<file path="config.mk">
export PLATFORM = sky130hd
export DESIGN_NAME = uart_rx_core_flat
export DESIGN_NICKNAME = d
export VERILOG_FILES = /design/src/rtl/uart_rx_core_if.sv /design/src/rtl/uart_rx_core.sv /design/src/flat_wrapper.sv
export SDC_FILE = /design/constraint.sdc
export NUM_CORES = 1
export LEC_CHECK = 0
export ABC_AREA = 1
export CAP_MARGIN = 20
export CORE_MARGIN = 2
export CORE_UTILIZATION = 54
export DETAILED_ROUTE_END_ITERATION = 10
export PLACE_DENSITY = 0.75
export SLEW_MARGIN = 10
export SYNTH_ARGS = -nofsm -noshare
export SYNTH_HDL_FRONTEND = slang
export SYNTH_SLANG_ARGS = --single-unit
</file>
<file path="constraint.sdc">
create_clock -name clk -period 3.7 [get_ports clk]
set_input_delay 0.74 -clock clk [delete_from_list [all_inputs] [get_ports clk]]
set_output_delay 0.74 -clock clk [all_outputs]
set_load 0.01 [all_outputs]
</file>
<file path="src/rtl/uart_rx_core_if.sv">
// rtl/uart_rx_core_if.sv - CPU-side status/data bundle of the UART receiver
//  clr_rx        controller -> core  1-cycle strobe: CPU read of RX data
//  Rx_Data       core -> controller  last accepted byte
//  rx_ready      core -> controller  byte available
//  parity_error  core -> controller  parity check result of Rx_Data
//  frame_error   core -> controller  sticky stop-bit-low flag
//  overrun       core -> controller  sticky lost-byte flag
//  busy          core -> controller  receiver mid-frame
interface uart_rx_core_if;
   logic       clr_rx;
   logic [7:0] Rx_Data;
   logic       rx_ready;
   logic       parity_error;
   logic       frame_error;
   logic       overrun;
   logic       busy;

   modport master (
      output clr_rx,
      input  Rx_Data, rx_ready, parity_error, frame_error, overrun, busy
   );

   modport slave (
      input  clr_rx,
      output Rx_Data, rx_ready, parity_error, frame_error, overrun, busy
   );
endinterface

</file>
<file path="src/rtl/uart_rx_core.sv">
// rtl/uart_rx_core.sv - 8N1/8E1/8O1 UART receiver with ready, parity, frame and overrun status
//  clk   in  system clock, rising edge
//  rst   in  asynchronous active-low reset
//  rx    in  serial line, idle high, asynchronous to clk
//  bus   uart_rx_core_if.slave: clr_rx in; Rx_Data, rx_ready, parity_error,
//        frame_error, overrun, busy out
module uart_rx_core #(
   parameter int CLKS_PER_BIT = 434,
   parameter int PARITY_EN    = 1,
   parameter int PARITY_ODD   = 0
) (
   input  logic          clk,
   input  logic          rst,
   input  logic          rx,
   uart_rx_core_if.slave bus
);

   localparam int            CW      = $clog2(CLKS_PER_BIT);
   localparam logic [CW-1:0] CNT_MID = CW'((CLKS_PER_BIT - 1) / 2);
   localparam logic [CW-1:0] CNT_END = CW'(CLKS_PER_BIT - 1);

   typedef enum logic [2:0] {S_IDLE, S_START, S_DATA, S_PARITY, S_STOP} state_t;

   state_t        state, state_nx;
   logic          rx_m, rx_s;
   logic [CW-1:0] bit_cnt;
   logic [2:0]    idx;
   logic [7:0]    shreg;
   logic          perr;
   logic [7:0]    data_q;
   logic          ready_q, perr_q, ferr_q, ovr_q;
   logic          mid_start, bit_end, stop_smp;

   // state register
   always_ff @(posedge clk or negedge rst) begin
      if (!rst) state <= S_IDLE;
      else      state <= state_nx;
   end

   // next-state logic
   always_comb begin
      state_nx = state;
      case (state)
         S_IDLE:   if (!rx_s) state_nx = S_START;
         S_START:  if (mid_start) state_nx = rx_s ? S_IDLE : S_DATA;
         S_DATA:   if (bit_end && idx == 3'd7)
                      state_nx = (PARITY_EN != 0) ? S_PARITY : S_STOP;
         S_PARITY: if (bit_end) state_nx = S_STOP;
         S_STOP:   if (bit_end) state_nx = S_IDLE;
         default:  state_nx = S_IDLE;
      endcase
   end

   // output / strobe decode; after the start-bit midpoint every sample lands
   // a full bit period later, so data, parity and stop all use CNT_END
   always_comb begin
      mid_start = (state == S_START) && (bit_cnt == CNT_MID);
      bit_end   = (bit_cnt == CNT_END);
      stop_smp  = (state == S_STOP) && bit_end;
      bus.busy  = (state != S_IDLE);
   end

   always_ff @(posedge clk or negedge rst) begin
      if (!rst) begin
         rx_m    <= 1'b1;
         rx_s    <= 1'b1;
         bit_cnt <= '0;
         idx     <= '0;
         shreg   <= '0;
         perr    <= 1'b0;
         data_q  <= '0;
         ready_q <= 1'b0;
         perr_q  <= 1'b0;
         ferr_q  <= 1'b0;
         ovr_q   <= 1'b0;
      end else begin
         rx_m <= rx;
         rx_s <= rx_m;

         case (state)
            S_IDLE: bit_cnt <= '0;
            S_START: begin
               if (mid_start) begin
                  bit_cnt <= '0;
                  idx     <= '0;
               end else begin
                  bit_cnt <= bit_cnt + CW'(1);
               end
            end
            S_DATA: begin
               if (bit_end) begin
                  shreg[idx] <= rx_s;
                  idx        <= idx + 3'd1;
                  bit_cnt    <= '0;
               end else begin
                  bit_cnt <= bit_cnt + CW'(1);
               end
            end
            S_PARITY: begin
               if (bit_end) begin
                  perr    <= rx_s ^ (^shreg) ^ (PARITY_ODD != 0);
                  bit_cnt <= '0;
               end else begin
                  bit_cnt <= bit_cnt + CW'(1);
               end
            end
            S_STOP: begin
               if (bit_end) bit_cnt <= '0;
               else         bit_cnt <= bit_cnt + CW'(1);
            end
            default: bit_cnt <= '0;
         endcase

         if (bus.clr_rx) begin
            ready_q <= 1'b0;
            ovr_q   <= 1'b0;
            ferr_q  <= 1'b0;
         end

         // a load in the same cycle as clr_rx overrides the clear, and the
         // overrun update uses the pre-clear ready flag
         if (stop_smp) begin
            if (rx_s) begin
               data_q  <= shreg;
               perr_q  <= (PARITY_EN != 0) ? perr : 1'b0;
               ready_q <= 1'b1;
               ovr_q   <= ovr_q | ready_q;
            end else begin
               ferr_q  <= 1'b1;
            end
         end
      end
   end

   assign bus.Rx_Data      = data_q;
   assign bus.rx_ready     = ready_q;
   assign bus.parity_error = perr_q;
   assign bus.frame_error  = ferr_q;
   assign bus.overrun      = ovr_q;

endmodule

</file>
<file path="src/flat_wrapper.sv">
// flat-port wrapper written by rule: the top's interface ports become plain ports
module uart_rx_core_flat 
#(
   parameter int CLKS_PER_BIT = 434,
   parameter int PARITY_EN    = 1,
   parameter int PARITY_ODD   = 0
)
  (clk, rst, rx, bus_clr_rx, bus_Rx_Data, bus_rx_ready, bus_parity_error, bus_frame_error, bus_overrun, bus_busy);
  uart_rx_core_if bus_i ();
  input  logic clk;
  input  logic rst;
  input  logic rx;
  input wire logic [$bits(bus_i.clr_rx)-1:0] bus_clr_rx;
  output wire logic [$bits(bus_i.Rx_Data)-1:0] bus_Rx_Data;
  output wire logic [$bits(bus_i.rx_ready)-1:0] bus_rx_ready;
  output wire logic [$bits(bus_i.parity_error)-1:0] bus_parity_error;
  output wire logic [$bits(bus_i.frame_error)-1:0] bus_frame_error;
  output wire logic [$bits(bus_i.overrun)-1:0] bus_overrun;
  output wire logic [$bits(bus_i.busy)-1:0] bus_busy;
  assign bus_i.clr_rx = bus_clr_rx;
  assign bus_Rx_Data = bus_i.Rx_Data;
  assign bus_rx_ready = bus_i.rx_ready;
  assign bus_parity_error = bus_i.parity_error;
  assign bus_frame_error = bus_i.frame_error;
  assign bus_overrun = bus_i.overrun;
  assign bus_busy = bus_i.busy;
  uart_rx_core #(.CLKS_PER_BIT(CLKS_PER_BIT), .PARITY_EN(PARITY_EN), .PARITY_ODD(PARITY_ODD)) u_core (.clk(clk), .rst(rst), .rx(rx), .bus(bus_i));
endmodule
</file>
==> impl_metrics.json, run 1 <==
{
  "status": "completed",
  "timing.hold.ws_ps": 358.0,
  "setup_slack_ps": 1453,
  "criticalPathCategory": "flop to output port",
  "worst_ir_drop_vdd_v": 0.0001939,
  "hold_buffers": 0,
  "finalCritPeriodShare_pct": 60.74,
  "antenna_found_initial": 0,
  "syn_area_um2": 2007,
  "nNetsFinal": 283,
  "multiInputGateArea_um2": 904.6,
  "ys_seq_area_share_pct": 47.51,
  "setup_viol": 0,
  "cp_data_required_time_ps": 2960,
  "clockRootBuffer": "clkbuf_8",
  "nFillCells": 308,
  "route.detailed.drc": 0,
  "wire_per_inst_um": 11.10,
  "grtUsageMet2_pct": 32.73,
  "via_count": 1642,
  "met3_usage_pct": 5.382,
  "core_area_um2": 3606,
  "dr.first_iter.drc_count": 97,
  "grt_pass1_vias": 1522,
  "die_h_um": 64.97,
  "grt.met1_usage_pct": 24.69,
  "hpwl_mm": 2.689,
  "post-cts-setup-buffer-count": 0,
  "synth.distinct_cells": 27,
  "grt.total_usage_pct": 19.60,
  "grt_start_max_net_pins": 39,
  "drive_gt1_share_pct": 8.000,
  "endpoint_kind": "output port",
  "antenna_cells": 0,
  "cts_buffers": 5,
  "rows": 22,
  "synth_warnings": 0,
  "io_buffers": 16,
  "clk_latency_ps": 290,
  "clk_path_buf_depth": 2,
  "die_w_um": 64.97,
  "io-pin-count": 17,
  "placed_cell_area_um2": 2205,
  "power.density_nw_per_um2": 333.6,
  "power.leakage_nw": 1.137,
  "rsz0062_at_grt": "false",
  "syn_nets": 264,
  "cp_max_fo": 5,
  "initial_core_util_pct": 55.66,
  "maxSlewHeadroom_pct": 43.02,
  "dp_slack_ps": 1778,
  "path_clk_slew_ps": 70,
  "crit_path_start_kind": "flop",
  "syn_area_per_cell_um2": 7.870,
  "drv_cap": 0,
  "dr.pass1.iters": 4,
  "syn_inst": 255,
  "clock-sinks": 38,
  "grt_busiest_layer": "met2",
  "stdcell_area_um2": 2313,
  "min_period_ps": 2247,
  "worstMarginPinSlew_ps": 849.1,
  "synth.ff_latch_count": 38,
  "dieArea_um2": 4220,
  "grt.overflow.total": 0,
  "cts_resized": 0,
  "antenna_left": 0,
  "gp_congestion": 0.8384,
  "grt_pass1_wl_mm": 6.382,
  "setup_tns_ps": 0,
  "holdCritPathClass": "flop to flop",
  "clock.fmax_mhz": 445.0,
  "seq_area_um2": 953.4,
  "viasPerCell": 5.084,
  "htreeDepth": 2,
  "drv_slew": 0,
  "syn_to_final_growth_pct": 15.27,
  "critPathArrivalTime_ps": 1510,
  "finClkSkew_ps": 5.500,
  "finalWirelength_mm": 3.586,
  "hold_viol_final": 0,
  "tritoncts": "built"
}
cells in the mapped netlist:
cell type  count  share of area, %
buf_2          2              0.50
dfrtp_1       36                45
o21ai_1       12               3.0
o21ai_0        4               1.0
nor2_1        12               2.2
xor2_1         6               2.6
nor3_2         1              0.50
nand2_1       86                16
xnor2_1        3               1.3
inv_2          1              0.19
inv_1         34               6.4
a31oi_1        1              0.31
nand2_2        3              0.94
nand2_4        1              0.56
ha_1           5               3.1
dfstp_2        2               2.6
clkbuf_1       2              0.37
nor2_4         3               1.7
nand4_1        6               1.9
nand3_1       21               5.2
nor3_1         1              0.25
o31ai_1        1              0.37
nor3_4         1              0.81
a21oi_1        8               2.0
a21boi_1       1              0.37
a21oi_2        1              0.44
nand3b_1       1              0.37
report_power, final:
part | switching [mW] | internal (mW)
registers | 0.00137 | 0.417
logic | 0.0114 | 0.00349
clock network | 0.140 | 0.198
per-layer routing:
layer / part of all wire [%] / vias up
met5: 0 / -
met4: 1.1 / 0
met3: 4.3 / 5
met2: 48 / 35
met1: 46 / 761
li1: - / 841
worst paths after layout:
check | end | from | slack (ps) | depth (start not counted)
max reg2reg | u_core.state[2] | u_core.bit_cnt[0] | 1770 | 7
min in group asynchronous | u_core.perr | rst | 550 | 1
min reg2reg | u_core.rx_s | u_core.rx_m | 360 | 0
min | u_core.rx_s | u_core.rx_m | 360 | 0
max | bus_busy | u_core.state[2] | 1450 | 3
max in group asynchronous | u_core.idx[2] | rst | 2630 | 1
layout make-up:
class | count | area share [%]
Sequential cell | 38 | 41.21
Multi-Input combinational cell | 178 | 39.10
Timing Repair Buffer | 16 | 6.706
Inverter | 35 | 5.679
Clock buffer | 5 | 2.975
Tap cell | 48 | 2.596
Clock inverter | 3 | 1.731
state kept, by name, indices dropped and copies added (netlist names), 3 cells and up:
register	count
u_core.state	3
u_core.bus.Rx_Data	8
u_core.shreg	8
u_core.bit_cnt	9
u_core.idx	3
cells in the final DEF (no fill, tap or decap), types with 2 or more instances in the layout:
cell type	count
xnor2_1	3
nand2_2	3
dfrtp_1	36
nor2_4	3
dfstp_2	2
nand4_1	6
xor2_1	6
nand2_1	86
inv_1	34
clkinv_2	2
clkbuf_8	5
a21oi_1	8
nand3_1	21
nor2_1	12
ha_1	5
o21ai_0	4
clkdlybuf4s50_1	15
o21ai_1	12
cells by family after synthesis:
| group | after synthesis | share of synthesized area [%] |
|---|---|---|
| AND/OR/NAND/NOR | 136 | 30.55 |
| buffers and inverters | 39 | 7.419 |
| flip-flops | 38 | 47.51 |
| AO/OA/AOI/OAI | 28 | 7.482 |
| XOR/XNOR | 9 | 3.928 |
| adder cells (fa/ha/maj) | 5 | 3.117 |
worst max-delay path: stages (launching register included):
cell             delay (ps)
dfrtp_1                 440
nor2_1                  190
nand2_1                 110
clkdlybuf4s50_1         490
per-stage QoR:
stage | instances | power (mW) | utilization [%]
finish | 323 | 0.7718 | 64.16
global placement | 315 | 0.4418 | 61.14
CTS | 323 | 0.7833 | 64.16
floorplan | 255 | 0.4302 | -
detailed placement | 315 | 0.4422 | 61.14
global route | 323 | 0.8063 | 64.16
(Power assumes the default switching activity.)
==> run 2, diff against run 1 <==
--- a/config.mk
+++ b/config.mk
@@ -8,9 +8,9 @@
 export ABC_AREA = 1
 export CAP_MARGIN = 20
 export CORE_MARGIN = 2
-export CORE_UTILIZATION = 54
+export CORE_UTILIZATION = 51
 export DETAILED_ROUTE_END_ITERATION = 10
-export PLACE_DENSITY = 0.75
+export PLACE_DENSITY = 0.74
 export SLEW_MARGIN = 10
 export SYNTH_ARGS = -nofsm -noshare
 export SYNTH_HDL_FRONTEND = slang
==> constraint.sdc (replaced) <==
create_clock -name clk -period 2 [get_ports clk]
set_input_delay 0.4 -clock clk [delete_from_list [all_inputs] [get_ports clk]]
set_output_delay 0.4 -clock clk [all_outputs]
set_load 0.01 [all_outputs]
==> run 2 against run 1 <==
Net effect:
- global-route usage increased by 0.55 points
- hold slack got worse by 210 ps
- combinational power increased by 96%
- die area is 5.5% higher
- total power is 74% higher
- cell area increased by 0.70%
- first-iteration DRC count rose by 46%
- sequential power rose by 85%
- clock skew fell by 1.8 ps
- routed wire length rose by 2.8%
- critical path depth unchanged
- register-to-register slack got worse by 1400 ps
- highest routed layer unchanged
==> impl_metrics.json, run 2 (synthesis gave the netlist of run 1 again) <==
{
  "io-pin-count": 17,
  "finalWirelength_mm": 3.686,
  "status": "completed",
  "clock-sinks": 38,
  "crit_chain": "nor2_1 > nand2_1 > clkdlybuf4s50_1",
  "stdcell_area_um2": 2330,
  "criticalPathCategory": "flop to output port",
  "grt_start_max_net_pins": 39,
  "wire_per_inst_um": 11.27,
  "maxSlewHeadroom_pct": 68.93,
  "power.leakage_nw": 1.146,
  "cpLargestDelayFamily": "buffers and inverters",
  "dieArea_um2": 4453,
  "worst_ir_drop_vdd_v": 0.0003734,
  "cp_data_required_time_ps": 1600,
  "largest_reg_flops": 9,
  "critPathArrivalTime_ps": 1490,
  "grt_pass1_wl_mm": 6.665,
  "gp_congestion": 0.8334,
  "antenna_cells": 0,
  "cts_buffers": 5,
  "antenna_found_initial": 0,
  "power.density_nw_per_um2": 577.9,
  "drive_gt1_share_pct": 9.319,
  "finClkSkew_ps": 3.682,
  "nNetsFinal": 287,
  "setup_tns_ps": 0,
  "grt.overflow.total": 0,
  "placed_cells": 319,
  "layout_commonest_cell": "nand2_1",
  "cts_resized": 0,
  "clk_path_buf_depth": 2,
  "core_area_um2": 3716,
  "timing.hold.ws_ps": 147.8,
  "grt_pass1_vias": 1542,
  "placed_cell_area_um2": 2235,
  "dr.first_iter.drc_count": 142,
  "final_util_pct": 62.69,
  "endpoint_kind": "output port",
  "final_cells": 327,
  "rsz0062_at_grt": "false",
  "clockRootBuffer": "clkbuf_8",
  "dr.pass1.iters": 4,
  "die_w_um": 66.73,
  "hpwl_mm": 2.792,
  "initial_core_util_pct": 54.01,
  "io_buffers": 16,
  "setup_viol": 0,
  "finalCritPeriodShare_pct": 94.68,
  "top_register": "u_core.bit_cnt",
  "rows": 22,
  "viasPerCell": 4.924,
  "drv_cap": 0,
  "min_period_ps": 1894,
  "cpPeakStageDelay_ps": 490,
  "tritoncts": "built",
  "antenna_left": 0,
  "clock.fmax_mhz": 528.1,
  "hold_buffers": 0,
  "crit_path_start_kind": "flop",
  "layout_common_cells": "nand2_1, dfrtp_1, inv_1",
  "clk_latency_ps": 290,
  "worstMarginPinSlew_ps": 466.1,
  "drv_slew": 0,
  "path_clk_slew_ps": 70,
  "htreeDepth": 2,
  "crit_path_top_delay_cell": "clkdlybuf4s50_1",
  "hold_viol_final": 0,
  "route.detailed.drc": 0,
  "grt.total_usage_pct": 20.16,
  "via_count": 1610,
  "cp_max_fo": 5,
  "holdCritPathClass": "input pin to asynchronous set/reset pin",
  "cp_num_buf_inv": 1,
  "die_h_um": 66.73,
  "syn_to_final_growth_pct": 16.08,
  "post-cts-setup-buffer-count": 0
}
[run 2: cell types whose count changed in the layout (fill, tap and decap cells not counted)]
cell	before	now
bufinv_16	1	0
clkinvlp_4	0	1
buf_4	0	4
clkinv_2	2	1
clkbuf_8	5	6
[run 2: worst paths after layout]
kind	startpoint	to	slack, ps	depth (start not counted)
setup / recovery	u_core.state[2]	bus_busy	110	3
hold / removal	rst	u_core.bus.overrun	150	2
setup reg to reg	u_core.bit_cnt[1]	u_core.shreg[0]	400	9
hold reg to reg	u_core.rx_m	u_core.rx_s	360	0
max in group asynchronous	rst	u_core.rx_m	1500	2
min in group clk	u_core.rx_m	u_core.rx_s	360	0
[run 2: cell type report]
class                   instances  area, µm²
clock buffers                   6      82.58
inverters                      35      131.4
flip-flops and latches         38      953.4
well taps                      48      60.06
clock inverters                 2      12.51
multi-input cells             178      904.6
repair buffers                 20      185.2
fillers                       320       1386
[run 2: metrics by stage]
| step | power (mW) | setup WS, ps |
|---|---|---|
| after floorplan | 0.7958 | 556.3 |
| after global placement | 0.8193 | 445.3 |
| after detailed placement | 0.8195 | 398.8 |
| after CTS | 1.366 | 90.54 |
| after global routing | 1.418 | 15.39 |
| final | 1.346 | 106.3 |
[run 2: report_power, final]
part	switching, mW	internal (mW)	leakage [nW]	total (mW)
Sequential	0.00234	0.772	0.509	0.774
Clock	0.266	0.277	0.0472	0.543
Combinational	0.0215	0.00773	0.589	0.0292
[run 2: routing by layer]
layer,part of all wire (%),vias up,track usage (%)
met2,49,26,35.38
li1,-,846,-
met3,3.7,9,5.068
met1,45,729,22.89
met4,2.3,0,9.184
met5,0,-,0
==> run 3, diff against run 2 <==
--- a/config.mk
+++ b/config.mk
@@ -11,6 +11,7 @@
 export CORE_UTILIZATION = 51
 export DETAILED_ROUTE_END_ITERATION = 10
 export PLACE_DENSITY = 0.74
+export SKIP_LAST_GASP = 1
 export SLEW_MARGIN = 10
 export SYNTH_ARGS = -nofsm -noshare
 export SYNTH_HDL_FRONTEND = slang
==> results of run 3 <==
Final layout, timing and power as in run 2 (identical DEF).
